==> src/rtl/pulse_train_gen_pkg.sv <==
// General: shared helpers and types for the pulse train generator.
//   clog2             - ceiling log2, for deriving port widths from maxima
//   PulseTrainState_t - burst FSM states
package General;

  function automatic int clog2(input int value);
    int r;
    r = 0;
    while ((1 << r) < value) r++;
    return r;
  endfunction

  typedef enum logic [1:0] {IDLE, HIGH, LOW} PulseTrainState_t;

endpackage

==> src/rtl/pulse_train_gen_phase_timer.sv <==
// phase_timer: loadable down-counter timing one HIGH or LOW phase.
//   clk_i, nReset_i - clock, async active-low reset
//   load_i, value_i - start a phase of value_i cycles (value_i >= 1)
//   clear_i         - park the counter at 0 (no expiry)
//   expire_o        - high on the last cycle of the current phase
module phase_timer #(
  parameter int W = 16
) (
  input  logic         clk_i,
  input  logic         nReset_i,
  input  logic         load_i,
  input  logic [W-1:0] value_i,
  input  logic         clear_i,
  output logic         expire_o
);
  logic [W-1:0] cnt_q, cnt_d;

  // Holds at 1 instead of wrapping; the owner always reloads or clears on expiry.
  always_comb
    cnt_d = clear_i ? '0 : load_i ? value_i : (cnt_q > W'(1)) ? cnt_q - W'(1) : cnt_q;

  always_ff @(posedge clk_i or negedge nReset_i)
    if (!nReset_i) cnt_q <= '0;
    else cnt_q <= cnt_d;

  assign expire_o = cnt_q == W'(1);
endmodule

==> src/rtl/pulse_train_gen.sv <==
// pulse_train_gen: expands one start command into a burst of N evenly spaced step pulses.
//   clk_i, nReset_i      - clock, async active-low reset
//   start_i              - command strobe, sampled only while idle
//   count_i, period_i    - burst length and rising-edge spacing, sampled with start_i
//   abort_i              - ends an active burst without done_o
//   pulse_o, busy_o      - registered step pulse and burst-active flag
//   done_o               - one-cycle strobe on normal completion (or zero-length start)
//   remaining_o          - pulses not yet started
module pulse_train_gen
  import General::*;
#(
  parameter int  MAX_PULSES  = 1023,
  parameter int  MAX_PERIOD  = 65535,
  parameter int  HIGH_CYCLES = 1,
  localparam int CNT_W       = clog2(MAX_PULSES + 1),
  localparam int PER_W       = clog2(MAX_PERIOD + 1)
) (
  input  logic             clk_i,
  input  logic             nReset_i,
  input  logic             start_i,
  input  logic [CNT_W-1:0] count_i,
  input  logic [PER_W-1:0] period_i,
  input  logic             abort_i,
  output logic             pulse_o,
  output logic             busy_o,
  output logic             done_o,
  output logic [CNT_W-1:0] remaining_o
);
  localparam logic [PER_W-1:0] HIGH_LEN = PER_W'(HIGH_CYCLES);
  localparam logic [PER_W-1:0] MIN_PER  = PER_W'(HIGH_CYCLES + 1);
  localparam logic [CNT_W-1:0] MAX_CNT  = CNT_W'(MAX_PULSES);

  PulseTrainState_t state_q, state_d;
  logic [PER_W-1:0] per_q, per_d, per_eff, tmr_value;
  logic [CNT_W-1:0] rem_q, rem_d, cnt_eff;
  logic             pulse_q, pulse_d, busy_q, busy_d, done_q, done_d;
  logic             tmr_load, tmr_clear, tmr_expire;

  // Compare in 32 bits so a non-power-of-two maximum still clamps.
  assign cnt_eff = (32'(count_i) > MAX_PULSES) ? MAX_CNT : count_i;
  assign per_eff = (period_i < MIN_PER) ? MIN_PER : period_i;

  phase_timer #(.W(PER_W)) u_timer (
    .clk_i   (clk_i),
    .nReset_i(nReset_i),
    .load_i  (tmr_load),
    .value_i (tmr_value),
    .clear_i (tmr_clear),
    .expire_o(tmr_expire)
  );

  always_comb begin
    state_d   = state_q;
    per_d     = per_q;
    rem_d     = rem_q;
    pulse_d   = pulse_q;
    busy_d    = busy_q;
    done_d    = 1'b0;
    tmr_load  = 1'b0;
    tmr_clear = 1'b0;
    tmr_value = HIGH_LEN;
    if (state_q == IDLE) begin
      if (start_i && count_i == '0) done_d = 1'b1;
      else if (start_i) begin
        state_d  = HIGH;
        per_d    = per_eff;
        rem_d    = cnt_eff - CNT_W'(1);
        pulse_d  = 1'b1;
        busy_d   = 1'b1;
        tmr_load = 1'b1;
      end
    end else if (abort_i) begin
      state_d   = IDLE;
      rem_d     = '0;
      pulse_d   = 1'b0;
      busy_d    = 1'b0;
      tmr_clear = 1'b1;
    end else if (tmr_expire) begin
      if (state_q == HIGH) begin
        state_d   = LOW;
        pulse_d   = 1'b0;
        tmr_load  = 1'b1;
        tmr_value = per_q - HIGH_LEN;
      end else if (rem_q != '0) begin
        state_d  = HIGH;
        rem_d    = rem_q - CNT_W'(1);
        pulse_d  = 1'b1;
        tmr_load = 1'b1;
      end else begin
        // The final low phase runs in full so chained bursts keep their spacing.
        state_d   = IDLE;
        busy_d    = 1'b0;
        done_d    = 1'b1;
        tmr_clear = 1'b1;
      end
    end
  end

  always_ff @(posedge clk_i or negedge nReset_i)
    if (!nReset_i) begin
      state_q <= IDLE;
      per_q   <= '0;
      rem_q   <= '0;
      pulse_q <= 1'b0;
      busy_q  <= 1'b0;
      done_q  <= 1'b0;
    end else begin
      state_q <= state_d;
      per_q   <= per_d;
      rem_q   <= rem_d;
      pulse_q <= pulse_d;
      busy_q  <= busy_d;
      done_q  <= done_d;
    end

  assign pulse_o     = pulse_q;
  assign busy_o      = busy_q;
  assign done_o      = done_q;
  assign remaining_o = rem_q;
endmodule

==> config.mk <==
export PLATFORM = sky130hd
export DESIGN_NAME = pulse_train_gen
export DESIGN_NICKNAME = d
export VERILOG_FILES = /design/src/rtl/pulse_train_gen_pkg.sv /design/src/rtl/pulse_train_gen_phase_timer.sv /design/src/rtl/pulse_train_gen.sv
export SDC_FILE = /design/constraint.sdc
export NUM_CORES = 1
export LEC_CHECK = 0
export ABC_CLOCK_PERIOD_IN_PS = 4300
export BUFFER_PORTS_ARGS = -buffer_cell sky130_fd_sc_hd__buf_2
export CAP_MARGIN = 30
export CORE_ASPECT_RATIO = 0.5
export CORE_MARGIN = 2
export CORE_UTILIZATION = 62
export CTS_CLUSTER_SIZE = 10
export DETAILED_ROUTE_END_ITERATION = 12
export PLACE_DENSITY = 0.86
export SYNTH_ARGS = -nofsm -noshare
export SYNTH_HDL_FRONTEND = slang
export SYNTH_SLANG_ARGS = --single-unit
==> constraint.sdc <==
create_clock -name clk_i -period 4.3 [get_ports clk_i]
set_input_delay 0.645 -clock clk_i [delete_from_list [all_inputs] [get_ports clk_i]]
set_output_delay 0.645 -clock clk_i [all_outputs]
set_load 0.02 [all_outputs]
==> metrics.txt <==
status=complete, no violations; worst slack, placed=1116 ps; Final period util=0.7431; Syn Nets=391; Synth async-reset ratio=1.000; clock buffer depth=2; Final Setup Violations=0; CTS Root Cell=clkbuf_8; Area after DPL=0.003246 mm^2; Hold Vio Cnt, Final=0; Worst Tran Pin Value=1139 ps; Clock Sinks=47; CTS Hold Bufs=0; gpl congestion=0.9159; CTS Buf Count=5; largest net degree at the start of global routing=27; share of layout cells above drive strength 1=0.1628; Die ar.=0.005452 mm^2; total core area=0.004531 mm^2; grt ovf=0; Layout Area Growth over Synthesis=11.20%; Worst Path Arrival=3320 ps; CP max FO=17; Syn. warnings=0; Detailed Place HPWL=5379 um; Util after Layout=0.7374; RSZ-0062 raised after global routing=no; DRC=0; Pleak=0.001571 uW; Worst Skew=10.57 ps; critical setup path kind=flip-flop to flip-flop; Syn Area/Cell=8.462 um^2; nets@finish=428; Peak Freq=313.0 MHz; # port buffers=42; Clk Latency, worst-skew pair=300 ps; pwr dens=733.5 mW/mm^2; setup tns final=0 ps; drt wl/cell=15.61 um; vias in the first global route=2667; die height=53.22 um; number of synthesized flops with an enable pin=0; global-route wire length before repair=11940 um; distinct cell type count after synthesis=56; die width=102.4 um; Seq cells post-synth=47; antenna viol nets, final=0; Total GRT Usage=0.2870; Top FF cell, synth=dfrtp_1; Reg clk slew, reported paths=90 ps; initial detailed-routing violation count=187; DR vias=2769; I/O Pins=43; worst setup path startpoint=remaining_o[4]; Post-CTS Resized=0; vias per inst=6.033; sequential share of the synthesized area=0.3915; CP endpoint kind=flip-flop; reg-to-reg critical path startpoint=remaining_o[4]; worst hold path class=input port to asynchronous set/reset pin; Detailed Routing Iterations Pass 1=5; Post-Syn Area=0.003004 mm^2; min Tclk post-route=3195 ps; Max Slew Vio Count=0; Max-Cap Viols=0; startpoint types=flip-flop; worst endpoint required time=4420 ps; H-tree Lvls=2; # rows=17; initial antenna violation count=0; Syn Inst Count=355; Initial Util=0.6631; slew margin rel.=0.2405; Final Cell Area=0.003341 mm^2; setup bufs post-CTS=0; CTS tree=yes; Max VDD drop=321.1 uV; # diodes=0; wirelength, routed=7166 um; setup ws final=1105 ps
## layout make-up
class	instances	area (um^2)
multi-input cells	278	1689
fillers	361	1190
flip-flops and latches	47	1176
repair buffers	44	237.7
clock buffers	7	86.33
well taps	66	82.58
inverters	16	60.06
clock inverters	1	8.758
## per-layer routing
layer	up-vias	routed length, um	global-route usage	share of wire
li1	1338	-	-	-
met1	1319	3180	0.3766	0.44
met2	102	3512	0.4946	0.49
met3	10	384	0.04491	0.054
met4	0	89	0.09111	0.012
met5	-	0	0	0
## cell usage in the layout (no fill, tap or decap), types with 14 or more instances in the layout
cell type and instances:
a22oi_1 15, xor2_1 22, nor3_1 14, inv_1 16, nand2_1 61, nor2_1 38
o21ai_0 19, dfrtp_1 47, buf_2 42
## synthesized netlist by cell type (5+ instances only)
cell | instances | area [um^2]
a21oi_1 | 11 | 55.05
a22oi_1 | 15 | 112.6
a31oi_1 | 5 | 31.28
clkbuf_1 | 8 | 30.03
dfrtp_1 | 47 | 1176
ha_1 | 6 | 75.07
inv_1 | 16 | 60.06
nand2_1 | 61 | 229.0
nand3_1 | 8 | 40.04
nor2_1 | 38 | 142.6
nor3_1 | 14 | 70.07
nor4_1 | 13 | 81.33
o21ai_0 | 19 | 95.09
xnor2_1 | 13 | 113.9
xor2_1 | 22 | 192.7
## critical path: stages (launching register included)
cell      delay [ps]
dfrtp_1          430
or3_1            460
nor4b_2          440
nand4b_1         420
o211ai_1         970
o21ai_0          290
## cells by family (layout without fill, tap and decap cells)
family / after synthesis / in the layout / synth area share
simple gates: 160 / 160 / 0.2616
flops: 47 / 47 / 0.3915
fa+ha+maj: 6 / 6 / 0.02499
xor+xnor: 35 / 35 / 0.1020
buf+inv: 30 / 68 / 0.04623
compound gates: 77 / 77 / 0.1737
## flip-flops by register name (all words and copies together), names as in the netlist
name / flops
per_q: 16
state_q: 2
done_o: 1
pulse_o: 1
remaining_o: 10
busy_o: 1
u_timer.cnt_q: 16
## power by group
part / internal, uW / switching, uW
clock network: 132 / 154
logic: 509 / 806
registers: 633 / 216
## final timing paths
path / to / cells after the start / slack (ps)
hold / removal: per_q[0] / 1 / 310
max in group asynchronous: u_timer.cnt_q[1] / 2 / 3460
hold reg to reg: busy_o / 2 / 480
setup / recovery: remaining_o[9] / 5 / 1100
min in group clk_i: busy_o / 2 / 480
setup reg to reg: remaining_o[9] / 5 / 1100
## metrics by stage
stage                     hold WS [ps]  instances  power [uW]
after CTS                        321.8        459        2430
after global routing             333.4        459        2641
after global placement           459.4        450        2066
final                            311.6        459        2450
after detailed placement         460.3        451        2140
after floorplan                  349.4        355        1844
No activity file was read; power rests on OpenSTA's default activity.
